===== src/rtl/pipa_pkg.sv =====
// Shared constants and types for the PIPA moding scheduler.
// Slot geometry of a 6-slot frame and the signed per-frame bias encoding.
package pipa_pkg;

  localparam int SLOTS_PER_FRAME = 6;
  localparam int BASE_PLUS       = 3;
  localparam int SLOT_RESET      = 5;

  localparam logic [2:0] SLOT_LAST  = 3'(SLOTS_PER_FRAME - 1);
  localparam logic [2:0] SLOT_RST_V = 3'(SLOT_RESET);

  typedef logic signed [1:0] bias_t;

  localparam bias_t BIAS_NEG  = -2'sd1;
  localparam bias_t BIAS_ZERO = 2'sd0;
  localparam bias_t BIAS_POS  = 2'sd1;

endpackage


===== src/rtl/pipa_axis_mod.sv =====
// One PIPA axis: rate accumulator, per-frame bias and registered p/m drive.
// Ports: CLOCK/rst_n, slot_i, boundary_i, dat_i, enable_i, rate_i, dir_i -> p_o, m_o.
module pipa_axis_mod
  import pipa_pkg::*;
#(
  parameter int RATE_W = 8
) (
  input  logic              CLOCK,
  input  logic              rst_n,
  input  logic [2:0]        slot_i,
  input  logic              boundary_i,
  input  logic              dat_i,
  input  logic              enable_i,
  input  logic [RATE_W-1:0] rate_i,
  input  logic              dir_i,
  output logic              p_o,
  output logic              m_o
);

  logic [RATE_W-1:0] acc_q, acc_d;
  bias_t             bias_q, bias_d;
  logic              p_q, p_d;
  logic              m_q, m_d;
  logic [RATE_W:0]   sum;
  logic signed [3:0] lim;
  logic signed [3:0] slot_s;
  logic              plus_sel;

  always_comb begin
    sum    = {1'b0, acc_q} + {1'b0, rate_i};
    acc_d  = acc_q;
    bias_d = bias_q;
    if (boundary_i) begin
      acc_d  = sum[RATE_W-1:0];
      bias_d = sum[RATE_W] ? (dir_i ? BIAS_NEG : BIAS_POS)
                           : BIAS_ZERO;
    end
  end

  // Plus window is slots [0, 3+bias); bias moves one slot across.
  always_comb begin
    lim      = 4'sd3 + $signed({{2{bias_q[1]}}, bias_q});
    slot_s   = $signed({1'b0, slot_i});
    plus_sel = (slot_s < lim);
    p_d      = enable_i & dat_i & plus_sel;
    m_d      = enable_i & dat_i & ~plus_sel;
  end

  always_ff @(posedge CLOCK or negedge rst_n) begin
    if (!rst_n) begin
      acc_q  <= '0;
      bias_q <= BIAS_ZERO;
      p_q    <= 1'b0;
      m_q    <= 1'b0;
    end else begin
      acc_q  <= acc_d;
      bias_q <= bias_d;
      p_q    <= p_d;
      m_q    <= m_d;
    end
  end

  assign p_o = p_q;
  assign m_o = m_q;

endmodule


===== src/rtl/pipa_moding_ctrl.sv =====
// PIPA moding scheduler: syncs PIPASW/PIPDAT, runs the 6-slot frame and timeout.
// Ports: CLOCK/rst_n, enable, pipasw, pipdat, rate_*/dir_* -> pipa_*, slot, frame_strobe, sw_timeout.
module pipa_moding_ctrl
  import pipa_pkg::*;
#(
  parameter int RATE_W  = 8,
  parameter int TIMEOUT = 4096
) (
  input  logic              CLOCK,
  input  logic              rst_n,
  input  logic              enable,
  input  logic              pipasw,
  input  logic              pipdat,
  input  logic [RATE_W-1:0] rate_x,
  input  logic [RATE_W-1:0] rate_y,
  input  logic [RATE_W-1:0] rate_z,
  input  logic              dir_x,
  input  logic              dir_y,
  input  logic              dir_z,
  output logic              pipa_xp,
  output logic              pipa_xm,
  output logic              pipa_yp,
  output logic              pipa_ym,
  output logic              pipa_zp,
  output logic              pipa_zm,
  output logic [2:0]        slot,
  output logic              frame_strobe,
  output logic              sw_timeout
);

  localparam int CW = $clog2(TIMEOUT + 1);
  localparam logic [CW-1:0] TMO_MAX  = CW'(TIMEOUT);
  localparam logic [CW-1:0] TMO_LAST = CW'(TIMEOUT - 1);

  logic          sw_meta_q, sw_s_q, sw_dly_q;
  logic          dat_meta_q, dat_s_q;
  logic [2:0]    slot_q, slot_d;
  logic [CW-1:0] cnt_q, cnt_d;
  logic          tmo_q, tmo_d;
  logic          fs_q, fs_d;
  logic          sw_edge;
  logic          boundary;

  always_ff @(posedge CLOCK or negedge rst_n) begin
    if (!rst_n) begin
      sw_meta_q  <= 1'b0;
      sw_s_q     <= 1'b0;
      sw_dly_q   <= 1'b0;
      dat_meta_q <= 1'b0;
      dat_s_q    <= 1'b0;
    end else begin
      sw_meta_q  <= pipasw;
      sw_s_q     <= sw_meta_q;
      sw_dly_q   <= sw_s_q;
      dat_meta_q <= pipdat;
      dat_s_q    <= dat_meta_q;
    end
  end

  always_comb begin
    sw_edge  = sw_s_q & ~sw_dly_q;
    boundary = enable & sw_edge & (slot_q == SLOT_LAST);
    slot_d   = slot_q;
    cnt_d    = cnt_q;
    tmo_d    = tmo_q;
    fs_d     = boundary;
    if (!enable) begin
      cnt_d = '0;
    end else if (sw_edge) begin
      slot_d = (slot_q == SLOT_LAST) ? 3'd0 : slot_q + 3'd1;
      cnt_d  = '0;
      tmo_d  = 1'b0;
    end else if (cnt_q != TMO_MAX) begin
      cnt_d = cnt_q + 1'b1;
      // Stale PIPASW: park on the last slot so the next edge starts a frame.
      if (cnt_q == TMO_LAST) begin
        slot_d = SLOT_RST_V;
        tmo_d  = 1'b1;
      end
    end
  end

  always_ff @(posedge CLOCK or negedge rst_n) begin
    if (!rst_n) begin
      slot_q <= SLOT_RST_V;
      cnt_q  <= '0;
      tmo_q  <= 1'b0;
      fs_q   <= 1'b0;
    end else begin
      slot_q <= slot_d;
      cnt_q  <= cnt_d;
      tmo_q  <= tmo_d;
      fs_q   <= fs_d;
    end
  end

  pipa_axis_mod #(.RATE_W(RATE_W)) u_x (
    .CLOCK      (CLOCK),
    .rst_n      (rst_n),
    .slot_i     (slot_q),
    .boundary_i (boundary),
    .dat_i      (dat_s_q),
    .enable_i   (enable),
    .rate_i     (rate_x),
    .dir_i      (dir_x),
    .p_o        (pipa_xp),
    .m_o        (pipa_xm)
  );

  pipa_axis_mod #(.RATE_W(RATE_W)) u_y (
    .CLOCK      (CLOCK),
    .rst_n      (rst_n),
    .slot_i     (slot_q),
    .boundary_i (boundary),
    .dat_i      (dat_s_q),
    .enable_i   (enable),
    .rate_i     (rate_y),
    .dir_i      (dir_y),
    .p_o        (pipa_yp),
    .m_o        (pipa_ym)
  );

  pipa_axis_mod #(.RATE_W(RATE_W)) u_z (
    .CLOCK      (CLOCK),
    .rst_n      (rst_n),
    .slot_i     (slot_q),
    .boundary_i (boundary),
    .dat_i      (dat_s_q),
    .enable_i   (enable),
    .rate_i     (rate_z),
    .dir_i      (dir_z),
    .p_o        (pipa_zp),
    .m_o        (pipa_zm)
  );

  assign slot         = slot_q;
  assign frame_strobe = fs_q;
  assign sw_timeout   = tmo_q;

endmodule


===== config.mk =====
export PLATFORM = sky130hd
export DESIGN_NAME = pipa_moding_ctrl
export DESIGN_NICKNAME = d
export VERILOG_FILES = /design/src/rtl/pipa_pkg.sv /design/src/rtl/pipa_axis_mod.sv /design/src/rtl/pipa_moding_ctrl.sv
export SDC_FILE = /design/constraint.sdc
export NUM_CORES = 1
export LEC_CHECK = 0
export BUFFER_PORTS_ARGS = -buffer_cell sky130_fd_sc_hd__buf_2
export CORE_MARGIN = 4
export CORE_UTILIZATION = 30
export CTS_BUF_LIST = sky130_fd_sc_hd__clkbuf_4
export DETAILED_ROUTE_END_ITERATION = 8
export HOLD_SLACK_MARGIN = 0.03
export MAX_ROUTING_LAYER = met4
export PLACE_DENSITY = 0.48
export SLEW_MARGIN = 20
export SYNTH_ARGS = -nofsm -noshare
export SYNTH_HDL_FRONTEND = slang
export SYNTH_SLANG_ARGS = --single-unit
export TNS_END_PERCENT = 10

===== constraint.sdc =====
create_clock -name CLOCK -period 1.7 [get_ports CLOCK]
set_input_delay 0.17 -clock CLOCK [delete_from_list [all_inputs] [get_ports CLOCK]]
set_output_delay 0.17 -clock CLOCK [all_outputs]
set_load 0.01 [all_outputs]

Word level (Yosys, flattened, before mapping) --
Index checks and enable logic that the tools add are counted.
Word-level totals: register bits after elaboration 59
Cells by class: mux-type cells 16, bitwise logic cells 14, reduce and logical (&&, ||, !) cells 3, equal/unequal tests 4, $add $sub $neg 8, $lt $le $gt $ge 3
Operator list (number):
- $mux 13 | 3
- $add 8x8->9 | 3
- $add 13x1->13 const B | 1
- $eq 13x12->1 const B | 1
- $ne 13x13->1 const B | 1
- $add 3x2->4 const A | 3
- $lt 4x4->1 | 3
- $mux 2 | 6
- $mux 3 | 4
- $and 1x1->1 | 10
- $not 1->1 | 4
- $reduce_bool 2->1 | 2
- $add 3x1->3 const B | 1
- $eq 3x3->1 const B | 1
- $mux 1 | 3
- $ne 3x1->1 const B | 1
- $reduce_and 3->1 | 1

Depth between registers and ports, before layout --
Gate-level depths: netlist of the first run.
word-level depth 4, depth in mapped cells 8, depth with buffers taken out 8

Modules after synthesis --
Synthesis of the first run repeated with hierarchy kept, for this count alone.
Second synthesis, totals: cells, all modules 358, area total of the unflattened synthesis 3609.7 um2
Modules (own cells, without submodules):
- pipa_axis_mod | area an instance 833.3 um2, seq. area each 300.3 um2, times used 3, cells an instance 85
- pipa_moding_ctrl | area an instance 1109.8 um2, seq. area each 578.1 um2, times used 1, cells an instance 103

Worst setup path after synthesis of the first run --
No wires, ideal clock.
kind register to register, from register cnt_q[0], to register slot_q[0] (netlist: slot[0]), setup slack -0.023 ns, required time 1.641 ns, stages on the path, launching flop included 7, buffers on the path 0, period minus slack after synthesis 1.723 ns, data arrival time 1.664 ns, cell sequence dfrtp_1 -> ha_1 -> nand3_2 -> or4_4 -> or2_4 -> a21oi_2 -> mux2_2
Between the ends: cells in the longest elaborated chain, start to end 3, elaborated cells on any way between the ends 5, those cells by class 2 x eq/ne; 3 x reduce/logical
RTL lines:
- start: declaration | line pipa_moding_ctrl.sv:38 | logic [CW-1:0] cnt_q, cnt_d;
- start signal: assignment | line pipa_moding_ctrl.sv:91 | cnt_q <= cnt_d;
- $eq 13x12->1 or $ne 13x13->1 (tied branches) | line pipa_moding_ctrl.sv:76, pipa_moding_ctrl.sv:73
- $reduce_bool 2->1 (no line)
- $reduce_and 3->1 (no line) (*)
- end signal: assignment | line pipa_moding_ctrl.sv:90 | slot_q <= slot_d;
- end: declaration | line pipa_moding_ctrl.sv:37 | logic [2:0] slot_q, slot_d;
Every way passes the cells marked *; elsewhere a longest branch is shown, timed or not. A chain may end at the register's enable or synchronous reset.

Final worst setup path of the first run --
from register cnt_q[1], to register slot_q[0] (netlist: slot[0])
The elaborated chain is that of the path after synthesis.

==> impl_metrics.tcl, run 1 <==
set metrics [dict create \
    max-vdd-ir-drop_mv 0.617 \
    mostFrequentLayoutCell "dfrtp_1" \
    preCtsSetupSlack_ns -0.190 \
    async_reset_ff_share_pct 100 \
    final_hold_viol_count 0 \
    cts.sink_count 59 \
    drv_slew 0 \
    n_antenna_cell 0 \
    dr_total_vias 2749 \
    max_clock_freq_ghz 0.571 \
    critical_path.startpoint_type "flop" \
    htree_levels 3 \
    class_of_the_tightest_hold_or_removal_check "in2reg" \
    finalClockSkew_ns 0.00879 \
    synthesis.area_um2 3370 \
    io_buffer_count 42 \
    p_leak_uw 0.00214 \
    initial_utilization_pct 30.8 \
    yosysWarnings 0 \
    fp.dieH_um 114 \
    post-dp-hpwl_mm 5.47 \
    grt_usage_pct 13.1 \
    timing_worst_slew_pin_value_ns 0.379 \
    report.final.setup_viol 3 \
    route.final.wire_length_mm 7.67 \
    route.detailed.vias_per_inst 4.64 \
    area_delta_synth_final_pct 33.5 \
    slowest_delay_ns 0.49 \
    fin_nets 518 \
    chain_of_cells_forming_the_critical_path "ha_2, nand3_2, or4_4, or2_4, a21oi_4, mux2_4" \
    syn-num-nets 416 \
    worstSetupPathType "reg2reg" \
    design.die.area_um2 13000 \
    antenna_violating_nets_post_route 0 \
    slew_headroom_pct 74.7 \
    worst-endpoint-required_ns 2.06 \
    route.detailed.wl_per_inst_um 12.9 \
    synth_area_leader_cell "dfrtp_1" \
    timing.final.crit_period_ns 1.75 \
    insertion_delay_ns 0.41 \
    synth_sequential_area_ratio_pct 43.9 \
    netlist_instances 346 \
    design.portCount 43 \
    grt_antenna_before_repair 0 \
    final.setup.worst_slack_ns -0.0523 \
    ys_seq_elements 59 \
    clock_buffers_created_by_tritoncts 9 \
    failed_checks "setup timing" \
    drtPass1Iterations 4 \
    grt_pass1_wl_mm 13.1 \
    post-layout-total-power_uw 6170 \
    maximum_count_of_clock_buffers_along_a_single_path 2 \
    post_synth_main_area_contributors "dfrtp_1, ha_1, nand2_1, o21ai_0, xor2_1" \
    coreArea_um2 10900 \
    tritoncts "yes" \
    syn-mean-instance-area_um2 9.73 \
    remaining_drc_errors 0 \
    power_density_nw_per_um2 1370 \
    chipWidth_um 114 \
    yosys.area.top_type_share_pct 42.3 \
    globalRoute.totalOverflow 0 \
    critical_path_arrival_ns 2.11 \
    maximum_number_of_pins_on_one_net_before_global_route_repair 60 \
    clk_transition_reported_paths_ns 0.10 \
    grt_pass1_vias 2857 \
    synthFlopType "dfrtp_1" \
    finalSetupTns_ns -0.125 \
    most-common-layout-cells "dfrtp_1, buf_4, nand2_1, buf_2, ha_1" \
    fin_crit_share_pct 103 \
    detailedRoute.firstIterationViolations 85 \
    synth_edf_count 0 \
    drv.max_cap_violation_count 0 \
    setup.worst_path.end_class "flop" \
    rsz_0062_raised_after_global_routing "true" \
    drive_gt1_share_pct 33.1 \
    placed_cells_incl_taps 567 \
    gp_congestion 0.762 \
    cts_root_buf "clkbuf_4" \
    final-instance-count-excl-fill 593 \
    run_status "complete, but fails checks" \
    crit_slowest_cell "or4_4" \
    critical_path.max_fanout 4 \
    count_of_different_cell_masters_after_synthesis 41 \
    number_of_cell_rows 38 \
]
flip-flops by register name, summed over array words and instances (netlist names), 2 cells and up:
signal and flops:
u_z.bias_q 2, u_x.acc_q 8, cnt_q 13, u_y.bias_q 2, u_y.acc_q 8, u_x.bias_q 2
u_z.acc_q 8, slot 3
metrics by stage:
step	hold slack (ns)	cell area [um^2]	util (%)
after floorplan	-0.126	3370	-
after global placement	0.207	4080	37.3
after detailed placement	0.206	4080	37.3
after CTS	0.0358	4340	39.7
after global routing	0.0706	4500	41.1
final	0.0950	4500	41.1
layer usage:
metal	routed length (um)	vias to the layer above	GRT usage, %
met5	0	-	-
met4	97	0	4.51
li1	-	1422	-
met2	3680	40	21.1
met1	3580	1278	15.4
met3	316	9	4.14
worst max-delay path, delay by kind of cell (launching register included):
family          cells  cell delay [ns]
compound gates      1             0.13
fa+ha+maj           1             0.20
flops               1             0.39
simple gates        3             0.83
mux                 1             0.15
kinds of logic (layout without fill, tap and decap cells):
kind of cell	count (synthesis)	in the layout	share of synthesized area (%)
compound gates	88	88	15.8
xor+xnor	23	23	5.98
fa+ha+maj	38	38	14.8
buf+inv	23	130	3.05
flops	59	59	43.9
mux	1	1	0.334
simple gates	114	114	16.1
worst paths after layout:
check | startpoint | end | slack, ns | cells past startpoint
setup / recovery | cnt_q[1] | slot[0] | -0.05 | 6
hold / removal | rate_z[0] | u_z.acc_q[0] | 0.1 | 4
setup reg to reg | cnt_q[1] | slot[0] | -0.05 | 6
hold reg to reg | sw_meta_q | sw_s_q | 0.36 | 0
max in group asynchronous | rst_n | slot[0] | 1.10 | 3
min in group asynchronous | rst_n | cnt_q[7] | 0.29 | 3
cell usage after synthesis (6+ instances only):
| master | number |
|---|---|
| a211oi_1 | 6 |
| a21o_1 | 6 |
| a21oi_1 | 16 |
| dfrtp_1 | 57 |
| ha_1 | 35 |
| inv_1 | 15 |
| nand2_1 | 49 |
| nand3_1 | 6 |
| nor2_1 | 24 |
| o21ai_0 | 35 |
| o21bai_1 | 6 |
| xnor2_1 | 8 |
| xor2_1 | 15 |
area by class of cell:
cell class	instances	area [um^2]
Sequential cell	59	1480
Timing Repair Buffer	99	666
Fill cell	1114	6440
Clock buffer	12	90.1
Clock inverter	4	17.5
Tap cell	140	175
Inverter	15	60.1
Multi-Input combinational cell	264	2010
report_power, final:
part | switching, uW | leakage [uW] | total (uW) | internal (uW)
registers | 270 | 0.000762 | 2090 | 1820
logic | 1570 | 0.00131 | 3230 | 1650
clock network | 517 | 0.0000662 | 854 | 337
total | 2360 | 0.00214 | 6170 | 3810
what timing repair did:
action / in CTS / in global routing
setup buffers: 1 / 3
pin swaps: 9 / 16
hold buffers: 6 / 0
resized for setup: 22 / 28
setup endpoints to repair: 20 / 36
endpoints found under the hold margin: 64 / 0
No activity file was read; power rests on OpenSTA's default activity.
==> run 2, diff against run 1 <==
Settings changed: PLACE_DENSITY 0.48 to 0.47, SYNTH_HIERARCHICAL set to 1.
==> run 2 against run 1 <==
Against the previous run:
- synthesized area up 7.2%
- highest routed layer unchanged
- critical endpoint is now u_x/acc_q[6]
- hold slack gained 0.044 ns
- clock-buffer cell count shrank 2
- largest cell class unchanged
- sequential share of layout area shrank 1.7 points
- setup slack worse by 0.17 ns
- the flow still finishes with violations (setup timing)
- critical path depth stayed put
- synthesized cell count is 3.5% higher
- sequential power fell by 4%
- critical path type unchanged
- register-to-register slack worse by 0.17 ns
==> impl_metrics.tcl, run 2 <==
set metrics [dict create \
    run_status "complete, but fails checks" \
    failed_checks "setup timing" \
    coreArea_um2 11600 \
    grt_usage_pct 13.2 \
    fin_crit_share_pct 113 \
    gp_congestion 0.754 \
    final.setup.worst_slack_ns -0.221 \
    setup.worst_path.end_class "flop" \
    timing_worst_slew_pin_value_ns 0.432 \
    route.detailed.vias_per_inst 4.90 \
    worstSetupPathType "reg2reg" \
    report.final.setup_viol 21 \
    yosys-top-cells-count "dfrtp_1, ha_1, nand2_1, a21oi_1, nor2_1" \
    design.portCount 43 \
    globalRoute.totalOverflow 0 \
    rsz_0062_raised_after_global_routing "true" \
    clock_buffers_created_by_tritoncts 9 \
    initial_utilization_pct 31.1 \
    drv_slew 0 \
    synth_edf_count 0 \
    timing.final.crit_period_ns 1.92 \
    slowest_delay_ns 0.41 \
    area_delta_synth_final_pct 31.3 \
    yosysMostFrequentCell "dfrtp_1" \
    p_leak_uw 0.00225 \
    synthesis.area_um2 3610 \
    n_antenna_cell 0 \
    synth_sequential_area_ratio_pct 41.0 \
    design.die.area_um2 13900 \
    count_of_different_cell_masters_after_synthesis 48 \
    maximum_count_of_clock_buffers_along_a_single_path 2 \
    maximum_number_of_pins_on_one_net_before_global_route_repair 60 \
    class_of_the_tightest_hold_or_removal_check "in2reg" \
    async_reset_ff_share_pct 100 \
    worst-endpoint-required_ns 2.03 \
    htree_levels 3 \
    critical_path_arrival_ns 2.25 \
    drv.max_cap_violation_count 0 \
    grt_antenna_before_repair 0 \
    dr_total_vias 2977 \
    yosys.area.top_type_share_pct 39.5 \
    chain_of_cells_forming_the_critical_path "ha_2, fa_2, a211oi_4, o21bai_1, a2111o_1, o311ai_2" \
    synth_xor_area_share_pct 3.15 \
    post_synth_main_area_contributors "dfrtp_1, ha_1, a21oi_1, mux2_2, nand2_1" \
    max_clock_freq_ghz 0.521 \
    ys_seq_elements 59 \
    synth_area_leader_cell "dfrtp_1" \
    grt_pass1_vias 3075 \
    chipWidth_um 118 \
    crit_slowest_cell "a2111o_1" \
    drtPass1Iterations 4 \
    max_reg_flops 13 \
    netlist_instances 358 \
    clk_transition_reported_paths_ns 0.11 \
    detailedRoute.firstIterationViolations 141 \
    cts_root_buf "clkbuf_4" \
    largest_family_of_logic_cells_by_synthesized_area "compound AO/OA/AOI/OAI gates" \
    insertion_delay_ns 0.41 \
    fp.dieH_um 118 \
    io_buffer_count 42 \
    max-vdd-ir-drop_mv 0.510 \
    post-dp-hpwl_mm 6.04 \
    final_hold_viol_count 0 \
    critical_path.startpoint_type "flop" \
    finalClockSkew_ns 0.0136 \
    fin_nets 529 \
    route.detailed.wl_per_inst_um 13.9 \
    tritoncts "yes" \
    grt_pass1_wl_mm 14.6 \
    mostFrequentLayoutCell "dfrtp_1" \
    antenna_violating_nets_post_route 0 \
    power_density_nw_per_um2 1300 \
    final-instance-count-excl-fill 607 \
    route.final.wire_length_mm 8.42 \
    regMostFlops "cnt_q" \
    preCtsSetupSlack_ns -0.242 \
    most-common-layout-cells "dfrtp_1, buf_4, buf_2, ha_1, nand2_1" \
    fillers 1180 \
    synth_simple_gate_area_share_pct 18.1 \
    synthMuxAreaShare_pct 2.81 \
    drive_gt1_share_pct 33.4 \
    synth_area_in_compound_gates_pct 18.1 \
    placed_cells_incl_taps 582 \
    syn-num-nets 428 \
    remaining_drc_errors 0 \
    slew_headroom_pct 71.1 \
    cts.sink_count 59 \
    syn-mean-instance-area_um2 10.1 \
    post-layout-total-power_uw 6170 \
    yosysWarnings 6 \
    synthFlopType "dfrtp_1" \
    number_of_cell_rows 39 \
    critical_path.max_fanout 3 \
    adder_cell_share_of_the_synthesized_area_pct 13.8 \
]
run 2: per-layer routing:
metal	up-vias	part of all wire (%)	track usage (%)
met5	-	0	-
met4	0	1.3	4.03
met3	8	3.6	3.70
met2	47	47	20.2
met1	1400	48	17.2
li1	1522	-	-
run 2: power by group:
group,internal [uW],switching (uW),total (uW)
Combinational,1440,1420,2850
Sequential,1770,233,2000
Clock,752,559,1310
Total,3960,2210,6170
run 2: final timing paths:
kind	startpoint	endpoint	slack, ns	depth (start not counted)
min	rate_x[0]	u_x/acc_q[0]	0.14	3
min in group asynchronous	rst_n	cnt_q[9]	0.29	3
max in group asynchronous	rst_n	slot[2]	1.09	3
min reg2reg	dat_meta_q	dat_s_q	0.36	0
max reg2reg	u_x/acc_q[0]	u_x/acc_q[6]	-0.22	6
max	u_x/acc_q[0]	u_x/acc_q[6]	-0.22	6
run 2: worst max-delay path, delay by kind of cell (launching register included):
family	cells	cell delay [ns]
AOI/OAI and AO/OA	4	0.89
adders and majority gates	2	0.55
DFF	1	0.40
run 2: kinds of logic after synthesis:
| group | after synthesis |
|---|---|
| compound gates | 96 |
| xor+xnor | 13 |
| fa+ha+maj | 38 |
| buf+inv | 27 |
| flops | 59 |
| mux | 9 |
| simple gates | 116 |
run 2: cell type report:
class,instances,area [um^2],share of cell area [%]
timing repair buffer,96,643,13.6
tap,143,179,3.77
clock buffer,10,75.1,1.58
multi-input combinational,272,2180,46.0
inverter,21,78.8,1.66
clock inverter,6,104,2.19
sequential,59,1480,31.2
run 2: timing repair:
item	CTS	global route
hold buffers	6	0
hold endpoints to repair	62	0
setup endpoints to repair	29	31
pin swaps	21	8
setup buffers	3	0
gates resized for setup	7	16
run 2: stage by stage:
stage	area (um^2)	TNS (ns)	hold WS, ns	utilization, %
CTS	4640	-2.20	0.101	40.0
floorplan	3640	-1.76	-0.126	-
finish	4740	-1.42	0.139	40.8
global placement	4340	-3.28	0.216	37.4
global route	4740	-4.81	0.113	40.8
detailed placement	4340	-3.84	0.212	37.4
